[src/rtl/neuron_core_tm_if.sv]
`default_nettype none
//============================================================================
// Module   : neuron_core_tm_if
// Brief    : Synaptic-event and spike handshake bundle for neuron_core_tm.
//            The master side is the crossbar/router pair, the slave side is
//            the neuron core.
// Revision : 1.0 - initial release
//============================================================================
interface neuron_core_tm_if #(
    parameter int W     = 8,
    parameter int IDX_W = 4
);
    // Weighted events from the synaptic crossbar
    logic             syn_valid;
    logic             syn_ready;
    logic [IDX_W-1:0] syn_idx;
    logic [W-1:0]     syn_weight;

    // Spike indices towards the spike router
    logic             spike_valid;
    logic             spike_ready;
    logic [IDX_W-1:0] spike_idx;

    modport master (
        output syn_valid, syn_idx, syn_weight, spike_ready,
        input  syn_ready, spike_valid, spike_idx
    );

    modport slave (
        input  syn_valid, syn_idx, syn_weight, spike_ready,
        output syn_ready, spike_valid, spike_idx
    );
endinterface
`default_nettype wire

[src/rtl/neuron_core_tm.sv]
`default_nettype none
//============================================================================
// Module   : neuron_core_tm
// Brief    : Time-multiplexed core of N_NEURONS integrate-leak-fire neurons
//            sharing one evaluation datapath. Each tick sweeps all neurons
//            in ascending order; firing neurons emit their index over a
//            backpressured spike handshake. Synaptic events and config
//            writes are accepted only between sweeps.
// Revision : 1.0 - initial release
//============================================================================
module neuron_core_tm #(
    parameter int N_NEURONS = 16,
    parameter int W         = 8,
    parameter int REFRAC    = 2,
    parameter int IDX_W     = $clog2(N_NEURONS)
) (
    input  logic             clk,
    input  logic             rst,          // asynchronous, active-low

    // Per-neuron configuration write port
    input  logic             cfg_we,
    input  logic [IDX_W-1:0] cfg_idx,
    input  logic [W-1:0]     cfg_pos_th,
    input  logic [W-1:0]     cfg_neg_th,
    input  logic             cfg_neg_en,
    input  logic [W-1:0]     cfg_v_reset,
    input  logic [W-1:0]     cfg_leak,
    input  logic [W-1:0]     cfg_rmask,

    // Synaptic event / spike handshakes
    neuron_core_tm_if.slave  bus,

    // Sweep control and status
    input  logic             tick,
    input  logic [W-1:0]     rand_in,
    output logic             busy,
    output logic             done,
    output logic             tick_overrun,

    // Membrane read port
    input  logic [IDX_W-1:0] rd_idx,
    output logic [W-1:0]     rd_potential
);

    // Refractory counter needs at least one bit even when the period is 0
    localparam int                  c_REF_W  = (REFRAC > 0) ? $clog2(REFRAC + 1) : 1;
    localparam logic [c_REF_W-1:0]  c_REFRAC = c_REF_W'(REFRAC);
    localparam logic [IDX_W-1:0]    c_LAST   = IDX_W'(N_NEURONS - 1);
    localparam logic signed [W-1:0] c_VMAX   = {1'b0, {(W-1){1'b1}}};
    localparam logic signed [W-1:0] c_VMIN   = {1'b1, {(W-1){1'b0}}};

    // Sign-extend a W-bit value to the W+1-bit working width
    function automatic logic signed [W:0] sx(input logic [W-1:0] x);
        return {x[W-1], x};
    endfunction

    // Saturate a W+1-bit result into the signed W-bit range; any value that
    // does not fit has differing top two bits
    function automatic logic signed [W-1:0] sat(input logic signed [W:0] x);
        if (x[W] != x[W-1]) begin
            return x[W] ? c_VMIN : c_VMAX;
        end
        return x[W-1:0];
    endfunction

    //------------------------------------------------------------------------
    // Per-neuron state and configuration
    //------------------------------------------------------------------------
    logic signed [W-1:0] r_v       [N_NEURONS];
    logic [c_REF_W-1:0]  r_ref     [N_NEURONS];
    logic signed [W-1:0] r_pos_th  [N_NEURONS];
    logic [W-1:0]        r_neg_th  [N_NEURONS];
    logic                r_neg_en  [N_NEURONS];
    logic signed [W-1:0] r_v_reset [N_NEURONS];
    logic signed [W-1:0] r_leak    [N_NEURONS];
    logic [W-1:0]        r_rmask   [N_NEURONS];

    //------------------------------------------------------------------------
    // Sequencer and output registers
    //------------------------------------------------------------------------
    typedef enum logic [0:0] {
        S_IDLE  = 1'b0,
        S_SWEEP = 1'b1
    } state_t;

    state_t              r_state;
    logic [IDX_W-1:0]    r_ptr;
    logic                r_busy;
    logic                r_done;
    logic                r_overrun;
    logic                r_spk_valid;
    logic [IDX_W-1:0]    r_spk_idx;
    logic signed [W-1:0] r_rd;

    //------------------------------------------------------------------------
    // Shared evaluation datapath
    //------------------------------------------------------------------------
    logic                w_stall;
    logic                w_eval;
    logic                w_syn_fire;
    logic                w_fire;
    logic signed [W:0]   w_vp_sum;
    logic signed [W:0]   w_th_sum;
    logic signed [W:0]   w_floor;
    logic signed [W-1:0] w_vp;
    logic signed [W-1:0] w_th;
    logic signed [W-1:0] w_v_next   [N_NEURONS];
    logic [c_REF_W-1:0]  w_ref_next [N_NEURONS];

    // A held spike freezes the sweep so no spike can ever be overwritten
    assign w_stall    = r_spk_valid && !bus.spike_ready;
    assign w_eval     = (r_state == S_SWEEP) && !w_stall;
    assign w_syn_fire = bus.syn_valid && !r_busy && (int'(bus.syn_idx) < N_NEURONS);

    // Leaked potential, jittered threshold and negative floor of neuron r_ptr
    assign w_vp_sum = sx(r_v[r_ptr]) + sx(r_leak[r_ptr]);
    assign w_vp     = sat(w_vp_sum);
    assign w_th_sum = sx(r_pos_th[r_ptr]) + sx(rand_in & r_rmask[r_ptr]);
    assign w_th     = sat(w_th_sum);
    assign w_floor  = -$signed({1'b0, r_neg_th[r_ptr]});

    // Next membrane/refractory state: synaptic events between sweeps, one
    // neuron evaluation per unstalled sweep cycle (the two never coincide)
    always_comb begin
        w_v_next   = r_v;
        w_ref_next = r_ref;
        w_fire     = 1'b0;

        if (w_syn_fire && (r_ref[bus.syn_idx] == '0)) begin
            w_v_next[bus.syn_idx] = sat(sx(r_v[bus.syn_idx]) + sx(bus.syn_weight));
        end

        if (w_eval) begin
            if (r_ref[r_ptr] != '0) begin
                w_ref_next[r_ptr] = r_ref[r_ptr] - 1'b1;
                w_v_next[r_ptr]   = r_v_reset[r_ptr];
            end else if (w_vp >= w_th) begin
                w_fire            = 1'b1;
                w_v_next[r_ptr]   = r_v_reset[r_ptr];
                w_ref_next[r_ptr] = c_REFRAC;
            end else if (r_neg_en[r_ptr] && (sx(w_vp) < w_floor)) begin
                w_v_next[r_ptr]   = sat(w_floor);
            end else begin
                w_v_next[r_ptr]   = w_vp;
            end
        end
    end

    // Membrane and refractory state, plus the read port that shows the value
    // being committed at the same edge
    always_ff @(posedge clk or negedge rst) begin
        if (!rst) begin
            for (int i = 0; i < N_NEURONS; i++) begin
                r_v[i]   <= '0;
                r_ref[i] <= '0;
            end
            r_rd <= '0;
        end else begin
            r_v   <= w_v_next;
            r_ref <= w_ref_next;
            r_rd  <= (int'(rd_idx) < N_NEURONS) ? w_v_next[rd_idx] : '0;
        end
    end

    // Configuration registers; writes during a sweep are dropped
    always_ff @(posedge clk or negedge rst) begin
        if (!rst) begin
            for (int i = 0; i < N_NEURONS; i++) begin
                r_pos_th[i]  <= c_VMAX;
                r_neg_th[i]  <= '0;
                r_neg_en[i]  <= 1'b0;
                r_v_reset[i] <= '0;
                r_leak[i]    <= '0;
                r_rmask[i]   <= '0;
            end
        end else if (cfg_we && !r_busy && (int'(cfg_idx) < N_NEURONS)) begin
            r_pos_th[cfg_idx]  <= cfg_pos_th;
            r_neg_th[cfg_idx]  <= cfg_neg_th;
            r_neg_en[cfg_idx]  <= cfg_neg_en;
            r_v_reset[cfg_idx] <= cfg_v_reset;
            r_leak[cfg_idx]    <= cfg_leak;
            r_rmask[cfg_idx]   <= cfg_rmask;
        end
    end

    // Sweep sequencer with registered busy/done/overrun and the spike register
    always_ff @(posedge clk or negedge rst) begin
        if (!rst) begin
            r_state     <= S_IDLE;
            r_ptr       <= '0;
            r_busy      <= 1'b0;
            r_done      <= 1'b0;
            r_overrun   <= 1'b0;
            r_spk_valid <= 1'b0;
            r_spk_idx   <= '0;
        end else begin
            r_done <= 1'b0;

            // A reload on the handshake cycle keeps spike_valid high
            if (w_fire) begin
                r_spk_valid <= 1'b1;
                r_spk_idx   <= r_ptr;
            end else if (r_spk_valid && bus.spike_ready) begin
                r_spk_valid <= 1'b0;
            end

            case (r_state)
                S_IDLE: begin
                    if (tick) begin
                        r_state <= S_SWEEP;
                        r_busy  <= 1'b1;
                        r_ptr   <= '0;
                    end
                end
                S_SWEEP: begin
                    if (tick) begin
                        r_overrun <= 1'b1;
                    end
                    if (w_eval) begin
                        if (r_ptr == c_LAST) begin
                            r_state <= S_IDLE;
                            r_busy  <= 1'b0;
                            r_done  <= 1'b1;
                        end else begin
                            r_ptr <= r_ptr + 1'b1;
                        end
                    end
                end
                default: begin
                    r_state <= S_IDLE;
                    r_busy  <= 1'b0;
                end
            endcase
        end
    end

    //------------------------------------------------------------------------
    // Outputs
    //------------------------------------------------------------------------
    assign bus.syn_ready   = !r_busy;
    assign bus.spike_valid = r_spk_valid;
    assign bus.spike_idx   = r_spk_idx;
    assign busy            = r_busy;
    assign done            = r_done;
    assign tick_overrun    = r_overrun;
    assign rd_potential    = r_rd;

endmodule
`default_nettype wire

[src/flat_wrapper.sv]
// flat-port wrapper written by rule: the top's interface ports become plain ports
module neuron_core_tm_flat 
#(
    parameter int N_NEURONS = 16,
    parameter int W         = 8,
    parameter int REFRAC    = 2,
    parameter int IDX_W     = $clog2(N_NEURONS)
)
  (clk, rst, cfg_we, cfg_idx, cfg_pos_th, cfg_neg_th, cfg_neg_en, cfg_v_reset, cfg_leak, cfg_rmask, tick, rand_in, busy, done, tick_overrun, rd_idx, rd_potential, bus_syn_valid, bus_syn_idx, bus_syn_weight, bus_spike_ready, bus_syn_ready, bus_spike_valid, bus_spike_idx);
  neuron_core_tm_if #(.W(W), .IDX_W(IDX_W)) bus_i ();
  input  logic clk;
  input  logic rst;
  input  logic cfg_we;
  input  logic [IDX_W-1:0] cfg_idx;
  input  logic [W-1:0] cfg_pos_th;
  input  logic [W-1:0] cfg_neg_th;
  input  logic cfg_neg_en;
  input  logic [W-1:0] cfg_v_reset;
  input  logic [W-1:0] cfg_leak;
  input  logic [W-1:0] cfg_rmask;
  input  logic tick;
  input  logic [W-1:0] rand_in;
  output logic busy;
  output logic done;
  output logic tick_overrun;
  input  logic [IDX_W-1:0] rd_idx;
  output logic [W-1:0] rd_potential;
  input wire logic [$bits(bus_i.syn_valid)-1:0] bus_syn_valid;
  input wire logic [$bits(bus_i.syn_idx)-1:0] bus_syn_idx;
  input wire logic [$bits(bus_i.syn_weight)-1:0] bus_syn_weight;
  input wire logic [$bits(bus_i.spike_ready)-1:0] bus_spike_ready;
  output wire logic [$bits(bus_i.syn_ready)-1:0] bus_syn_ready;
  output wire logic [$bits(bus_i.spike_valid)-1:0] bus_spike_valid;
  output wire logic [$bits(bus_i.spike_idx)-1:0] bus_spike_idx;
  assign bus_i.syn_valid = bus_syn_valid;
  assign bus_i.syn_idx = bus_syn_idx;
  assign bus_i.syn_weight = bus_syn_weight;
  assign bus_i.spike_ready = bus_spike_ready;
  assign bus_syn_ready = bus_i.syn_ready;
  assign bus_spike_valid = bus_i.spike_valid;
  assign bus_spike_idx = bus_i.spike_idx;
  neuron_core_tm #(.N_NEURONS(N_NEURONS), .W(W), .REFRAC(REFRAC), .IDX_W(IDX_W)) u_core (.clk(clk), .rst(rst), .cfg_we(cfg_we), .cfg_idx(cfg_idx), .cfg_pos_th(cfg_pos_th), .cfg_neg_th(cfg_neg_th), .cfg_neg_en(cfg_neg_en), .cfg_v_reset(cfg_v_reset), .cfg_leak(cfg_leak), .cfg_rmask(cfg_rmask), .bus(bus_i), .tick(tick), .rand_in(rand_in), .busy(busy), .done(done), .tick_overrun(tick_overrun), .rd_idx(rd_idx), .rd_potential(rd_potential));
endmodule
[config.mk]
export PLATFORM = sky130hd
export DESIGN_NAME = neuron_core_tm_flat
export DESIGN_NICKNAME = d
export VERILOG_FILES = /design/src/rtl/neuron_core_tm_if.sv /design/src/rtl/neuron_core_tm.sv /design/src/flat_wrapper.sv
export SDC_FILE = /design/constraint.sdc
export NUM_CORES = 2
export LEC_CHECK = 0
export ABC_AREA = 0
export CORE_MARGIN = 4
export CORE_UTILIZATION = 60
export CTS_CLUSTER_DIAMETER = 200
export DETAILED_ROUTE_END_ITERATION = 10
export PLACE_DENSITY_LB_ADDON = 0.1
export SYNTH_ARGS = -nofsm -noshare
export SYNTH_HDL_FRONTEND = slang
export SYNTH_SLANG_ARGS = --single-unit
[constraint.sdc]
create_clock -name clk -period 9.95 [get_ports clk]
set_input_delay 1.4925 -clock clk [delete_from_list [all_inputs] [get_ports clk]]
set_output_delay 1.4925 -clock clk [all_outputs]
set_load 0.1 [all_outputs]
; Word-level counts from Yosys, hierarchy flattened
; Cells that the tools add are included.
[totals]
ff_bits = 837
word_cells = 297
[op_classes]
n_addsub = 6
order_cmp = 9
n_eq_ne = 9
mux = 107
bitwise = 9
n_reduce_logical = 21
[op_table]
columns = operator, n
row1 = bitwise mux 128 bit, 9
row2 = 2-to-1 mux 128 bit, 5
row3 = 2-to-1 mux 8 bit, 36
row4 = binary-select mux 8 bit (select 4 bit), 8
row5 = demux 8 bit (select 4 bit), 3
row6 = 2-to-1 mux 32 bit, 2
row7 = bitwise mux 32 bit, 1
row8 = adder 8 x 8 -> 9 bit, 3
row9 = 2-to-1 mux 1 bit, 26
row10 = "greater-or-equal comparator 5 bit, second input constant", 4
row11 = NOT 4 -> 5 bit, 4
row12 = AND 16 bit, 1
row13 = binary-select mux 2 bit (select 4 bit), 2
row14 = bitwise mux 16 bit, 1
row15 = NOT 16 bit, 1
row16 = OR 16 bit, 1
row17 = "< comparator 5 x 1 -> 1 bit, second input constant", 3
row18 = 2-to-1 mux 4 bit, 3
row19 = logical AND 1 bit, 10
row20 = 2-to-1 mux 2 bit, 5
row21 = < comparator 8 x 9 -> 1 bit, 1
row22 = negation 8 -> 9 bit, 1
row23 = AND 8 bit, 1
row24 = demux 2 bit (select 4 bit), 1
row25 = other kinds (16), 29

; Longest topological paths before layout
[logic_depth]
ltp_word = 27
mapped_depth = 41

; Least setup slack after synthesis
; OpenSTA, ideal clock, no wires.
[synth_timing]
path_kind = register to register
startpoint = register u_core.r_ptr[0]
endpoint = register u_core.r_rd[5], in the netlist u_core.rd_potential[5]
arrival_time_ns = 7.788
t_required_ns = 9.839
path_slack_ns = 2.051
path_stages_with_launch = 33
n_path_buf = 11
cell_sequence = dfrtp_1 > buf_6 > buf_6 > buf_6 > buf_4 > buf_6 > buf_4 > buf_2 > buf_2 > buf_2 > mux4_2 > mux4_2 > ha_1 > fa_1 > a21o_1 > a21oi_1 > o21bai_1 > a21oi_1 > xnor2_1 > maj3_1 > ha_1 > a21o_1 > a31oi_1 > o211ai_1 > a211o_2 > o21a_1 > buf_6 > o311a_1 > or2_1 > buf_2 > o21ai_2 > mux2i_1 > a2111oi_2
[synth_rtl]
columns = item, line_no
row1 = "start, declared", neuron_core_tm.sv:87  ; logic [IDX_W-1:0] r_ptr;
row2 = "start signal, assigned", neuron_core_tm.sv:225  ; r_ptr <= r_ptr + 1'b1;
row3 = "end signal, assigned", neuron_core_tm.sv:161  ; r_rd <= (int'(rd_idx) < N_NEURONS) ? w_v_next[rd_idx] : '0;
row4 = "end, declared", neuron_core_tm.sv:93  ; logic signed [W-1:0] r_rd;

; Worst setup path in the final report
[layout_timing]
startpoint = register u_core.r_ptr[0]
endpoint = register u_core.r_rd[5], in the netlist u_core.rd_potential[5]
[layout_via]
elab_chain_len = 24
word_cells_on_any_way = 71
classes_between = add/sub: 3 / order compare: 4 / eq/ne: 3 / mux: 56 / bitwise: 2 / reduce/logical: 3
[layout_lines]
columns = item, line_no
row1 = NOT 4 -> 5 bit (implied by the code) (*), -
row2 = binary-select mux 8 bit (select 4 bit), neuron_core_tm.sv:120  ; assign w_floor = -$signed({1'b0, r_neg_th[r_ptr]});
row3 = 2-to-1 mux 8 bit (implied by the code) (2 in a row), neuron_core_tm.sv:120
row4 = negation 8 -> 9 bit, neuron_core_tm.sv:120
row5 = inequality test 1 bit, neuron_core_tm.sv:60  ; if (x[W] != x[W-1]) begin
row6 = 2-to-1 mux 1 bit, neuron_core_tm.sv:60
row7 = 2-to-1 mux 1 bit, neuron_core_tm.sv:141  ; end else if (r_neg_en[r_ptr] && (sx(w_vp) < w_floor)) begin
row8 = 2-to-1 mux 1 bit, neuron_core_tm.sv:137  ; end else if (w_vp >= w_th) begin
row9 = (+6 left out), -
row10 = 2-to-1 mux 8 bit, neuron_core_tm.sv:133  ; if (w_eval) begin
row11 = bitwise mux 128 bit, neuron_core_tm.sv:142  ; w_v_next[r_ptr] = sat(w_floor);
row12 = 2-to-1 mux 128 bit, neuron_core_tm.sv:141
row13 = 2-to-1 mux 128 bit, neuron_core_tm.sv:137
row14 = 2-to-1 mux 128 bit (*), neuron_core_tm.sv:134  ; if (r_ref[r_ptr] != '0) begin
row15 = 2-to-1 mux 128 bit (*), neuron_core_tm.sv:133
row16 = binary-select mux 8 bit (select 4 bit) (*), neuron_core_tm.sv:161
row17 = 2-to-1 mux 8 bit (implied by the code) (*) (2 in a row), neuron_core_tm.sv:161
; Mark *: on every way between the ends. The rest lies on a longest branch, timed or not. The select of a mux whose other input is x is not followed.
; A chain may end at the register's enable or synchronous reset.

==> impl_metrics.py <==
metrics = {
    "placement": {
        "dp_cells": 4277,
        "gp_congestion": 1.04,
        "place_hpwl_mm": 92.1,
        "io_buffers": 91,
        "placed_area_um2": 46300,
        "pre_cts_slack_ns": 1.33,
    },
    "clock_network": {
        "postCtsSetupRepairBufs": 0,
        "clk_latency_ns": 0.66,
        "cts_buffers": 89,
        "cts_tree": "done",
        "clock_sink_count": 837,
        "htreeDepth": 3,
        "ctsHoldBuffers": 0,
        "cts_buffer_depth": 3,
        "root_buffer": "clkbuf_16",
        "clkTransAtPathRegs_ns": 0.06,
        "cts-resized-gates": 0,
    },
    "sta": {
        "setup_tns_ns": 0,
        "hold_ws_ns": 0.460,
        "fin_crit_ns": 8.68,
        "grt_setup_unrepaired": "false",
        "finClkSkew_ns": 0.0333,
        "setup_viol": 0,
        "finalCritPeriodShare_pct": 87.2,
        "finalHoldViolCount": 0,
        "slew_viol_final": 0,
        "worst_slack_ns": 1.27,
        "clock.fmax_mhz": 115,
        "worst_pin_slew_ns": 1.34,
        "max_slew_margin_pct": 10.5,
    },
    "global_route": {
        "grt_use_total_pct": 37.4,
        "met2_usage_pct": 57.4,
        "overflow": 0,
        "grt_max_degree": 179,
        "grt_pass1_wl_mm": 218,
        "top_usage_layer": "met2",
        "grt_pass1_vias": 33100,
        "use_met3_pct": 9.17,
        "grt_antenna_before_repair": 9,
        "met1_usage_pct": 51.4,
    },
    "detailed_routing": {
        "drtIter0Drc": 3684,
        "vias_per_cell": 7.15,
        "dr_total_vias": 31800,
        "postRouteAntennaNets": 0,
        "avgRoutedWirePerCell_um": 32.7,
        "drc_errors": 0,
        "wirelength_mm": 145,
        "drtPass1Iterations": 7,
    },
    "worst_setup_path": {
        "worst-path-max-fanout": 45,
        "reg2reg_from": "u_core.r_ptr[0]",
        "critPathRequiredTime_ns": 10.46,
        "crit_start": "u_core.r_ptr[0]",
        "cp-end-kind": "flip-flop",
        "reg2regPathDepth": 21,
        "reg2reg_slack_ns": 1.27,
        "crit_path_start_kind": "flip-flop",
        "critPathKind": "reg2reg",
        "crit_end": "u_core.rd_potential[5]",
        "critPathArrivalTime_ns": 9.19,
        "r2r_end": "u_core.rd_potential[5]",
    },
    "synthesis": {
        "yosysSeqAreaShare_pct": 47.4,
        "syn_area_per_cell_um2": 13.0,
        "ys_seq_elements": 837,
        "postSynth.asyncResetShare_pct": 100,
        "synth_edf_count": 0,
        "yosysWarnings": 0,
        "synth_fp_nets": 3547,
        "ys.flop_type": "dfrtp_1",
        "synth_area_um2": 44500,
        "synth_cell_types": 94,
        "syn_inst": 3421,
    },
    "power": {
        "clock_power_share_pct": 18.4,
        "combinationalPowerShare_pct": 53.1,
        "powerDensity_nw_per_um2": 392,
        "p_int_mw": 10.8,
        "power_frac_seq_pct": 28.5,
        "leakage_nw": 21.4,
        "switching_share_pct": 44.6,
        "ir_drop_v": 0.000331,
        "p_sw_mw": 8.67,
    },
    "finish": {
        "fillers": 5060,
        "regArea_um2": 21100,
        "multiInputGateArea_um2": 22200,
        "nNetsFinal": 3535,
        "layout_commonest_cell": "dfrtp_1",
        "finalInstanceArea_um2": 49600,
        "drive_above_1_share_pct": 39.4,
        "stdcell_count": 4452,
        "most-common-layout-cells": "dfrtp_1 (721), mux2_2 (666), mux4_2 (279)",
        "synthToLayoutAreaGrowth_pct": 11.4,
    },
    "outcome": {
        "outcome": "complete, no violations",
    },
    "hold_path": {
        "min_from": "u_core.tick_overrun",
        "holdCritPathClass": "reg2reg",
    },
    "die": {
        "num_rows": 99,
        "start_util_pct": 60.8,
        "num_io_pins": 92,
        "die_w_um": 280,
        "fp.dieArea_um2": 78600,
        "design.core.area_um2": 73200,
        "die-height_um": 280,
    },
    "flow_run": {
        "cap_violations": 0,
    },
}
worst max-delay path: stages, from the launching register on:
cell and delay [ns]:
dfrtp_4 0.85, buf_12 0.44, mux4_2 0.58, mux4_2 0.55, ha_1 0.53, nand3_1 0.17
or3_1 0.44, a211oi_4 0.39, nor2_1 0.15, o21ai_0 0.60, ha_1 0.37, a21o_1 0.16
a21o_1 0.16, a21oi_1 0.13, o211ai_1 0.14, a21oi_1 0.29, o21a_1 0.62, o311a_1 0.42
or2_1 0.68, o211ai_1 0.16, a2111oi_0 0.56, a2111oi_2 0.09
area by class of cell:
cell class | count | share of cell area (%)
sequential | 837 | 42.6
timing repair buffer | 182 | 3.37
inverter | 37 | 0.280
antenna | 7 | 0.0353
tap | 959 | 2.42
multi-input combinational | 2262 | 44.8
clock inverter | 45 | 1.37
clock buffer | 123 | 5.10
worst min path at each step:
stage	end	slack [ns]	depth (start not counted)
after floorplan	u_core.r_neg_en[10]	0.47	1
after global placement	u_core.tick_overrun	0.44	1
after detailed placement	u_core.tick_overrun	0.45	1
after CTS	u_core.tick_overrun	0.47	1
after global routing	u_core.tick_overrun	0.48	1
final	u_core.tick_overrun	0.46	1
power by group through the flow:
stage / Combinational (mW) / Clock, mW / Sequential, mW
2_1_floorplan: 7.16 / 0 / 5.32
3_3_place_gp: 9.82 / 0 / 5.44
3_5_place_dp: 10.0 / 0 / 5.55
4_1_cts: 10.1 / 3.61 / 5.51
5_1_grt: 11.0 / 3.76 / 5.65
6_report: 10.3 / 3.57 / 5.54
cell families after synthesis:
group	count (synthesis)	synth area share, %
xor gates and xnor gates	18	0.354
adders and majority gates	53	1.53
buffers and inverters	322	3.01
AOI/OAI and AO/OA	637	9.46
and+or+nand+nor	564	5.77
DFF	837	47.4
muxes	990	32.5
stage by stage:
stage,utilization [%],power [mW]
6_report,67.7,19.4
5_1_grt,67.7,20.4
4_1_cts,67.7,19.2
3_5_place_dp,63.3,15.6
3_3_place_gp,63.3,15.3
2_1_floorplan,-,12.5
flip-flops by register name, summed over array words and instances, names as in the netlist:
name and flops:
u_core.tick_overrun 1, u_core.r_pos_th 128, u_core.r_leak 128, u_core.done 1, u_core.r_ref 32, u_core.bus.spike_idx 4, u_core.bus.spike_valid 1, u_core.rd_potential 8
u_core.r_v_reset 128, u_core.r_rmask 128, u_core.r_v 128, u_core.r_neg_th 128, u_core.busy 1, u_core.r_state 1, u_core.r_neg_en 16, u_core.r_ptr 4
per-layer routing:
layer  vias up  routed length (um)
met2      1684               66700
met4         6                7320
li1      13000                   -
met3       394               13200
met1     16800               58200
met5         -                  34
cells in the mapped netlist, types with 10 or more instances:
master	instances	area, um^2
nand3_1	56	280
a22oi_1	13	97.6
o22ai_1	22	138
nand2b_1	12	75.1
a211o_1	11	96.3
and2_1	23	144
inv_1	33	124
mux2_2	666	7500
nor2b_1	23	144
xnor2_1	16	140
a21o_1	27	203
mux4_1	12	315
nand4_1	10	62.6
o21a_1	12	90.1
a21oi_1	107	536
buf_2	27	135
a2111oi_0	10	87.6
ha_1	48	601
o31ai_1	12	90.1
o21ai_0	193	966
dfrtp_1	725	18100
nor2_1	165	619
buf_1	56	210
o21bai_1	11	82.6
mux2i_1	29	290
o2111ai_1	14	123
o211ai_1	65	488
nor4_1	12	75.1
a31oi_1	26	163
a211oi_1	28	210
dfstp_2	112	2940
clkbuf_1	187	702
mux4_2	279	6280
nand2_1	200	751
nor3_1	20	100
Note: power is estimated with default switching activity, not from simulation.
